**src/rtl/speck_pkg.sv**
```systemverilog
// Shared definitions for the Speck64 byte-stream controller.
// Holds the default word width, block size in bytes, the controller state
// encoding and the big-endian byte-position helper used for (de)serialisation.
package speck_pkg;

    // Speck64 uses two 32-bit words per block.
    localparam int SPECK_W   = 32;
    localparam int BLK_BYTES = SPECK_W / 4;

    typedef enum logic [1:0] {
        ST_RX    = 2'd0,
        ST_START = 2'd1,
        ST_WAIT  = 2'd2,
        ST_TX    = 2'd3
    } ctrl_state_t;

    // Bit offset of byte number idx inside an nbytes-wide block when byte 0
    // is the most significant byte (wire order = big-endian).
    function automatic int be_byte_lsb(input int idx, input int nbytes);
        return (nbytes - 1 - idx) * 8;
    endfunction

endpackage

```
**src/rtl/speck_dec_ctrl.sv**
```systemverilog
// speck_dec_ctrl: sequences a Speck64 decryptor between a UART receiver and
// transmitter. Packs BLK_BYTES received ciphertext bytes (big-endian, ct_x
// first) into {dec_ct_x, dec_ct_y}, pulses dec_start, waits for dec_done,
// then streams {dec_pt_x, dec_pt_y} out MSB byte first over tx_valid/tx_ready.
//
// Ports:
//   clk, rst              clock, asynchronous active-high reset
//   rx_data, rx_valid     received byte strobe (single cycle)
//   tx_data, tx_valid,    transmit byte, held while tx_ready is low
//   tx_ready
//   dec_start             one-cycle start to the decryptor
//   dec_ct_x, dec_ct_y    ciphertext words, stable from START until next block
//   dec_done              decryptor done level
//   dec_pt_x, dec_pt_y    plaintext words, valid while dec_done is high
//   busy                  high while a block is in START, WAIT or TX
//   overrun               one-cycle pulse: a byte arrived outside RX and was dropped
//   rx_timeout            one-cycle pulse: a partial RX block was discarded
//   blk_count             completed blocks, wraps
//
// All outputs are registered.
module speck_dec_ctrl
    import speck_pkg::*;
#(
    parameter int W       = SPECK_W,
    parameter int TIMEOUT = 100000
) (
    input  logic         clk,
    input  logic         rst,
    input  logic [7:0]   rx_data,
    input  logic         rx_valid,
    output logic [7:0]   tx_data,
    output logic         tx_valid,
    input  logic         tx_ready,
    output logic         dec_start,
    output logic [W-1:0] dec_ct_x,
    output logic [W-1:0] dec_ct_y,
    input  logic         dec_done,
    input  logic [W-1:0] dec_pt_x,
    input  logic [W-1:0] dec_pt_y,
    output logic         busy,
    output logic         overrun,
    output logic         rx_timeout,
    output logic [15:0]  blk_count
);

    localparam int NB = (2 * W) / 8;
    localparam int IW = $clog2(NB);
    // One bit is enough when the timeout is disabled; the counter then never moves.
    localparam int CW = (TIMEOUT > 0) ? $clog2(TIMEOUT + 1) : 1;
    localparam logic [IW-1:0] LAST_IDX = IW'(NB - 1);

    ctrl_state_t     state_q;
    logic [IW-1:0]   idx_q;       // byte index, shared by RX packing and TX serialising
    logic [2*W-9:0]  rx_blk_q;    // the first NB-1 bytes; the last byte goes straight to dec_ct
    logic [2*W-1:0]  tx_blk_q;
    logic [CW-1:0]   idle_q;

    logic            idle_expire;

    // The timeout fires at the end of the TIMEOUT-th idle cycle. A byte
    // arriving in that same cycle wins and the partial block is kept.
    always_comb begin
        idle_expire = 1'b0;
        if (TIMEOUT > 0 && state_q == ST_RX && idx_q != '0 && !rx_valid &&
            32'(idle_q) == 32'(TIMEOUT - 1)) begin
            idle_expire = 1'b1;
        end
    end

    always_ff @(posedge clk or posedge rst) begin
        if (rst) begin
            state_q    <= ST_RX;
            idx_q      <= '0;
            rx_blk_q   <= '0;
            tx_blk_q   <= '0;
            idle_q     <= '0;
            tx_data    <= 8'h00;
            tx_valid   <= 1'b0;
            dec_start  <= 1'b0;
            dec_ct_x   <= '0;
            dec_ct_y   <= '0;
            busy       <= 1'b0;
            overrun    <= 1'b0;
            rx_timeout <= 1'b0;
            blk_count  <= 16'h0000;
        end else begin
            dec_start  <= 1'b0;
            rx_timeout <= 1'b0;
            // Any byte offered while a block is in flight is lost.
            overrun    <= rx_valid && (state_q != ST_RX);

            case (state_q)
                ST_RX: begin
                    if (rx_valid) begin
                        idle_q   <= '0;
                        rx_blk_q <= {rx_blk_q[2*W-17:0], rx_data};
                        if (idx_q == LAST_IDX) begin
                            {dec_ct_x, dec_ct_y} <= {rx_blk_q, rx_data};
                            idx_q     <= '0;
                            dec_start <= 1'b1;
                            busy      <= 1'b1;
                            state_q   <= ST_START;
                        end else begin
                            idx_q <= idx_q + 1'b1;
                        end
                    end else if (idle_expire) begin
                        idx_q      <= '0;
                        idle_q     <= '0;
                        rx_blk_q   <= '0;
                        rx_timeout <= 1'b1;
                    end else if (TIMEOUT > 0 && idx_q != '0) begin
                        idle_q <= idle_q + 1'b1;
                    end
                end

                // dec_done may still be high from the previous block here;
                // the decryptor drops it when it accepts this start.
                ST_START: begin
                    state_q <= ST_WAIT;
                end

                ST_WAIT: begin
                    if (dec_done) begin
                        tx_blk_q <= {dec_pt_x, dec_pt_y};
                        tx_data  <= dec_pt_x[W-1 -: 8];
                        tx_valid <= 1'b1;
                        state_q  <= ST_TX;
                    end
                end

                // tx_valid is always high here; tx_data only moves on acceptance.
                ST_TX: begin
                    if (tx_ready) begin
                        if (idx_q == LAST_IDX) begin
                            tx_valid  <= 1'b0;
                            tx_data   <= 8'h00;
                            idx_q     <= '0;
                            busy      <= 1'b0;
                            blk_count <= blk_count + 16'd1;
                            state_q   <= ST_RX;
                        end else begin
                            tx_data <= tx_blk_q[be_byte_lsb(int'(idx_q) + 1, NB) +: 8];
                            idx_q   <= idx_q + 1'b1;
                        end
                    end
                end

                default: begin
                    state_q <= ST_RX;
                end
            endcase
        end
    end

endmodule

```
**config.mk**
```make
export PLATFORM = sky130hd
export DESIGN_NAME = speck_dec_ctrl
export DESIGN_NICKNAME = d
export VERILOG_FILES = /design/src/rtl/speck_pkg.sv /design/src/rtl/speck_dec_ctrl.sv
export SDC_FILE = /design/constraint.sdc
export NUM_CORES = 1
export LEC_CHECK = 0
export CAP_MARGIN = 10
export CORE_MARGIN = 5
export CORE_UTILIZATION = 40
export DETAILED_ROUTE_END_ITERATION = 8
export PLACE_DENSITY = 0.69
export SYNTH_ARGS = -nofsm -noshare
export SYNTH_HDL_FRONTEND = slang
export SYNTH_SLANG_ARGS = --single-unit
```
**constraint.sdc**
```tcl
create_clock -name clk -period 10.9 [get_ports clk]
set_clock_uncertainty 0.15 [all_clocks]
set_input_delay 2.18 -clock clk [delete_from_list [all_inputs] [get_ports clk]]
set_output_delay 2.18 -clock clk [all_outputs]
set_load 0.02 [all_outputs]
```
==> results of run 1 <==
-- critical path, delay by kind of cell --
| family | cells | cell delay [ns] |
|---|---|---|
| and+or+nand+nor | 2 | 1.29 |
| buffers and inverters | 1 | 0.76 |
| AOI/OAI and AO/OA | 2 | 0.51 |
-- per-stage QoR --
| stage | utilization | cell area, sq um | cells |
|---|---|---|---|
| 6_report | 0.5159 | 12880 | 1444 |
| 5_1_grt | 0.5159 | 12880 | 1444 |
| 4_1_cts | 0.5151 | 12860 | 1443 |
| 3_5_place_dp | 0.4803 | 11990 | 1396 |
| 3_3_place_gp | 0.4803 | 11990 | 1396 |
| 2_1_floorplan | - | 10060 | 940 |
-- state kept, by name (all words and copies together), names as in the netlist --
signal	cells
blk_count	16
busy	1
dec_ct_x	32
dec_ct_y	32
dec_start	1
idle_q	17
idx_q	3
overrun	1
rx_blk_q	56
rx_timeout	1
state_q	2
tx_blk_q	64
tx_data	8
tx_valid	1
-- area by class of cell --
cell class                      instances  area [sq um]  area share
Inverter                               13         56.30    0.004371
Tap cell                              330         412.9     0.03206
Sequential cell                       235          5881      0.4566
Clock inverter                          7         85.08    0.006606
Clock buffer                           40         784.5     0.06091
Timing Repair Buffer                  176          1757      0.1364
Multi-Input combinational cell        643          3904      0.3031
-- cell families after synthesis --
logic type	Yosys count
simple gates	412
flops	235
compound gates	106
mux	94
buf+inv	62
xor+xnor	21
fa+ha+maj	10
-- how the worst min path moves through the flow --
| stage | to | slack [ns] | from |
|---|---|---|---|
| 3_5_place_dp | tx_blk_q[39] | 0.31 | tx_blk_q[39] |
| 4_1_cts | tx_blk_q[39] | 0.32 | tx_blk_q[39] |
| 6_report | tx_blk_q[39] | 0.32 | tx_blk_q[39] |
| 3_3_place_gp | tx_blk_q[54] | 0.30 | tx_blk_q[54] |
| 2_1_floorplan | tx_blk_q[0] | 0.29 | tx_blk_q[0] |
| 5_1_grt | tx_blk_q[39] | 0.33 | tx_blk_q[39] |
-- power by group through the flow --
stage               registers (mW)  logic (mW)  clock network [mW]
finish                        1.30       0.926               0.879
global placement              1.30       0.911                   0
global route                  1.33        1.04               0.937
floorplan                     1.32       0.610                   0
CTS                           1.30       0.939               0.901
detailed placement            1.31       0.931                   0
-- synth_stat cells (all sizes together) (8+ instances only) --
master  count
inv        13
dfrtp     235
a21oi      16
nand2b     12
mux4       16
nand2     332
ha         10
nor2       21
nand3      10
clkbuf     31
o21ai      68
mux2       74
buf        18
a221o       8
xnor2      15
-- metal layers --
metal / up-vias / track usage
met2: 150 / 0.2629
met5: - / 0
met4: 0 / 0.04199
met1: 3493 / 0.2229
met3: 35 / 0.02289
li1: 3464 / -
==> flow_summary.yaml, run 1 <==
run_status:
  outcome: "completed"
min_path:
  hold_class: "register to register"
  hold-path-cell-count: 2
run:
  cap_violations: 0
routing:
  drcViolationCount: 0
  met2_wirelength_um: 11010
  highest-signal-layer: "met4"
  postRouteAntennaNets: 0
  routed-wl-met3_um: 949
  finalWirelength_um: 22760
  wire_per_inst_um: 15.76
  first_drt_iteration_drcs: 502
  dr_total_vias: 7142
  routed_via_density: 4.946
  m1WireLength_um: 10290
  drt_first_pass_iters: 5
timing:
  timing.max_slew.rel_slack: 0.2956
  setup-violations-final: 0
  report.final.slew_viol_count: 0
  period_minus_slack_ns: 4.449
  finalWorstSetupSlack_ns: 6.451
  hold_viol_final: 0
  post_route_fraction_of_the_period_consumed_by_the_critical_path: 0.4082
  maxClockFrequency_mhz: 224.8
  holdWs_ns: 0.3202
  timing.setup.tns_ns: 0
  tightest_slew_ns: 1.057
  setup_repair_after_global_routing_missed_its_margin: "no"
floorplan:
  die-area_sq_um: 28430
  ios: 170
  number_of_placement_rows: 58
  dieHeight_um: 168.6
  die_width_um: 168.6
  core_area_sq_um: 24960
  floorplan.initialDensity: 0.4031
power_and_ir_drop:
  netSwitchingFraction: 0.3224
  combinational_share_of_power: 0.299
  intPower_mw: 2.102
  p_switching_mw: 1.000
  power.static_leakage_nw: 5.980
  peakVddDrop_mv: 0.1204
  power_per_cell_area_nw_per_um2: 240.9
  total_power_mw: 3.102
  register_share_of_total_power: 0.418
  power.clock.fraction: 0.283
layout:
  n_antenna_cell: 0
  drive_above_1_share: 0.1355
  layout.cells.most_common: "sky130_fd_sc_hd__nand2_1"
  area_growth_syn_to_layout_pct: 27.99
  num-fill-cells: 2234
  layout.nets: 1182
  layout.cells.most_common_list: "sky130_fd_sc_hd__nand2_1 (331), sky130_fd_sc_hd__dfrtp_1 (235), sky130_fd_sc_hd__clkdlybuf4s50_1 (169), sky130_fd_sc_hd__mux2_2 (74), sky130_fd_sc_hd__o21ai_0 (39)"
synth:
  netlist_instances: 940
  post_synth_fa_ha_maj_area_fraction: 0.01243
  post-synth-top-area-fraction: 0.5844
  synth_seq_cells: 235
  cell_types_occupying_the_most_area_after_synthesis: "sky130_fd_sc_hd__dfrtp_1 (58%), sky130_fd_sc_hd__nand2_1 (12%), sky130_fd_sc_hd__mux2_2 (8.3%)"
  top_reg_cell_synth: "sky130_fd_sc_hd__dfrtp_1"
  simple_gate_share_of_the_synthesized_area: 0.1713
  synth_area_per_cell_sq_um: 10.71
  syn-cell-area_sq_um: 10060
  syn_nets: 1027
  synth.lib_cells_used.distinct: 48
  mux_share_of_post_synthesis_cell_area: 0.1226
  yosysTopAreaCell: "sky130_fd_sc_hd__dfrtp_1"
  syn_warnings: 0
  post_synth_xor_area_fraction: 0.01828
  synth_seq_area_share: 0.5844
  asyncSetResetFlopFracSynth: 1.000
  synthesized_area_fraction_occupied_by_ao_oa_aoi_and_oai_cells: 0.06254
  synth-edff-count: 0
  synth_top_family_by_area: "simple AND/OR/NAND/NOR gates"
grt:
  maximum_number_of_pins_on_one_net_before_global_route_repair: 115
  grt_antenna_before_repair: 0
  via_count_of_the_first_global_routing_pass: 7242
  grt.total_usage: 0.1593
  grt_overflow_total: 0
  grt_first_pass_wirelength_um: 37940
clock_tree:
  cts.hold.buffers_added: 0
  cts-htree-levels: 1
  numClockSinks: 235
  clkSlewWorstSetupHoldPaths_ns: 0.06
  postCtsResizedCells: 0
  clk_path_buf_depth: 3
  cts_tree: "built"
  post_cts_buffers: 0
  cts_root_buffer: "sky130_fd_sc_hd__clkbuf_16"
  cts_buffers: 26
  clk-insertion-delay-late_ns: 0.51
place:
  post-dp-hpwl_um: 14950
  placement.setup.worst_slack_ns: 5.902
  port-buffer-count: 169
  gp_routability_congestion: 0.8298
setup_path:
  worst_path_largest_cell_delay_ns: 0.88
  startpoint_type: "primary input"
  crit_end: "idle_q[8]"
  criticalPathCategory: "primary input to register"
  critPathSlowestCell: "sky130_fd_sc_hd__and2_4"
  cp-startpoint: "rx_valid"
  worst_r2r_endpoint: "tx_data[7]"
  worst-r2r-cell-count: 6
  category_of_the_worst_setup_path_capture_point: "register"
  reg2reg_from: "idx_q[0]"
  critical_path_required_ns: 11.19
  critical_path.most_common_cell: "sky130_fd_sc_hd__a21oi_1"
  cp_max_fo: 114
  critPathArrivalTime_ns: 4.74
  crit_path_cell_trace: "clkdlybuf4s50_1 > and2_4 > a21oi_1 > or3_1 > a21oi_1"
  setup.reg_to_reg.worst_slack_ns: 7.91
(Power assumes the default switching activity.)
==> run 2: changes to the inputs <==
Settings changed: PLACE_DENSITY 0.69 to 0.71.
Clock period 10.9 ns to 3.7 ns, I/O delays scaled along.
==> run 2 against run 1 <==
Final cell count increased by 0.35%. Register-to-register slack got worse by 6.9 ns. Hold slack improved by 0.0012 ns. Largest cell class unchanged.
==> flow_summary.yaml, run 2 (same netlist as run 1, synthesis figures left out) <==
grt:
  grt_antenna_before_repair: 0
  maximum_number_of_pins_on_one_net_before_global_route_repair: 67
  gr-usage-met1: 0.2193
  groute.layer.met2.usage: 0.2724
  met3_layer_usage_reported_by_global_route: 0.02195
  via_count_of_the_first_global_routing_pass: 7179
  grt_overflow_total: 0
  grt.total_usage: 0.1610
  grt_first_pass_wirelength_um: 38130
  grt-busiest-layer: "met2"
layout:
  n_antenna_cell: 0
  largest_registers: "tx_blk_q (64), rx_blk_q (56)"
  register_area_sq_um: 5881
  final_non_filler_cell_total: 1449
  area_growth_syn_to_layout_pct: 28.51
  drive_above_1_share: 0.1412
  layout.nets: 1188
  multiInputGateArea_sq_um: 3904
  layout.cells.most_common: "sky130_fd_sc_hd__nand2_1"
  largest_register: "tx_blk_q"
  largest_register_ffs: 64
  num-fill-cells: 2295
  layout.cells.most_common_list: "sky130_fd_sc_hd__nand2_1 (331), sky130_fd_sc_hd__dfrtp_1 (235), sky130_fd_sc_hd__clkdlybuf4s50_1 (169), sky130_fd_sc_hd__mux2_2 (74), sky130_fd_sc_hd__o21ai_0 (39)"
clock_tree:
  cts.hold.buffers_added: 0
  numClockSinks: 235
  post_cts_buffers: 0
  clk-insertion-delay-late_ns: 0.51
  clk_path_buf_depth: 3
  clkSlewWorstSetupHoldPaths_ns: 0.07
  postCtsResizedCells: 0
  cts_buffers: 25
  cts_root_buffer: "sky130_fd_sc_hd__clkbuf_16"
  cts-htree-levels: 1
  cts_tree: "built"
setup_path:
  critical_path_required_ns: 3.94
  critPathArrivalTime_ns: 2.97
  startpoint_type: "register"
  criticalPathCategory: "register to register"
  category_of_the_worst_setup_path_capture_point: "register"
  cp_max_fo: 20
run:
  cap_violations: 0
power_and_ir_drop:
  power_per_cell_area_nw_per_um2: 698.9
  peakVddDrop_mv: 0.2979
  power.static_leakage_nw: 5.995
  total_power_mw: 9.039
routing:
  routed_via_density: 4.993
  finalWirelength_um: 22940
  drt_first_pass_iters: 5
  drcViolationCount: 0
  first_drt_iteration_drcs: 474
  postRouteAntennaNets: 0
  wire_per_inst_um: 15.83
  dr_total_vias: 7235
place:
  placement.setup.worst_slack_ns: 0.7421
  port-buffer-count: 169
  count_of_placed_standard_cells_including_taps: 1404
  post-dp-hpwl_um: 15830
  gp_routability_congestion: 0.7840
timing:
  maxClockFrequency_mhz: 365.3
  period_minus_slack_ns: 2.738
  tightest_slew_ns: 1.137
  report.final.slew_viol_count: 0
  setup-violations-final: 0
  hold_viol_final: 0
  finalWorstSetupSlack_ns: 0.9623
  timing.max_slew.rel_slack: 0.2395
  timing.setup.tns_ns: 0
  post_route_fraction_of_the_period_consumed_by_the_critical_path: 0.7399
  setup_repair_after_global_routing_missed_its_margin: "no"
floorplan:
  number_of_placement_rows: 58
  ios: 170
  dieHeight_um: 168.6
  floorplan.initialDensity: 0.4031
  die_width_um: 168.6
  core_area_sq_um: 24960
  die-area_sq_um: 28430
min_path:
  hold_class: "register to register"
run_status:
  outcome: "completed"
[run 2: changes by cell type in the layout (fill, tap and decap cells not counted)]
| cell | previous run | this run |
|---|---|---|
| sky130_fd_sc_hd__buf_12 | 1 | 5 |
| sky130_fd_sc_hd__buf_4 | 6 | 9 |
| sky130_fd_sc_hd__clkinvlp_4 | 0 | 3 |
| sky130_fd_sc_hd__clkbuf_1 | 7 | 5 |
| sky130_fd_sc_hd__clkbuf_16 | 27 | 25 |
| sky130_fd_sc_hd__clkbuf_8 | 6 | 8 |
| sky130_fd_sc_hd__clkinv_2 | 5 | 3 |
| sky130_fd_sc_hd__bufinv_16 | 2 | 1 |
| sky130_fd_sc_hd__inv_6 | 0 | 1 |
| sky130_fd_sc_hd__inv_8 | 1 | 0 |
[run 2: report_power, final]
group          internal [mW]  leakage [nW]  total [mW]  switching, mW
combinational           1.28          2.49        2.73           1.45
clock                   1.47         0.402        2.46          0.990
sequential              3.33          3.10        3.84          0.514
[run 2: layout make-up]
class                      instances  share of cell area
clock buffer                      38             0.05834
clock inverter                     7            0.005321
inverter                          13            0.004063
multi-input combinational        643              0.3019
sequential                       235              0.4547
tap                              330             0.03193
timing repair buffer             183              0.1438
[run 2: per-stage QoR]
step / hold slack, ns / util / cell area (sq um)
floorplan: 0.2903 / - / 10070
global placement: 0.3032 / 0.4851 / 12110
global route: 0.3353 / 0.5180 / 12930
CTS: 0.3240 / 0.5180 / 12930
finish: 0.3214 / 0.5180 / 12930
detailed placement: 0.3080 / 0.4851 / 12110
[run 2: layer usage]
metal  vias up  part of all wire
li1       3479                 -
met1      3552              0.44
met2       165              0.49
met3        39             0.041
met4         0             0.028
met5         -                 0
[run 2: critical path, cell delays in order (launching register included)]
cell and delay, ns:
sky130_fd_sc_hd__dfrtp_1 0.34, sky130_fd_sc_hd__buf_4 0.35, sky130_fd_sc_hd__ha_1 0.22, sky130_fd_sc_hd__ha_1 0.28, sky130_fd_sc_hd__nand3_1 0.22, sky130_fd_sc_hd__nor4_2 0.50
sky130_fd_sc_hd__and4_1 0.30, sky130_fd_sc_hd__nand4_1 0.12, sky130_fd_sc_hd__xnor2_1 0.14
[run 2: worst paths after layout]
check,startpoint,endpoint,slack (ns),cells after the start
max reg2reg,idx_q[0],blk_count[15],0.96,8
max,idx_q[0],blk_count[15],0.96,8
max in group asynchronous,rst,tx_blk_q[42],2.11,3
min,tx_blk_q[50],tx_blk_q[50],0.32,2
min reg2reg,tx_blk_q[50],tx_blk_q[50],0.32,2
min in group asynchronous,rst,dec_start,0.53,2
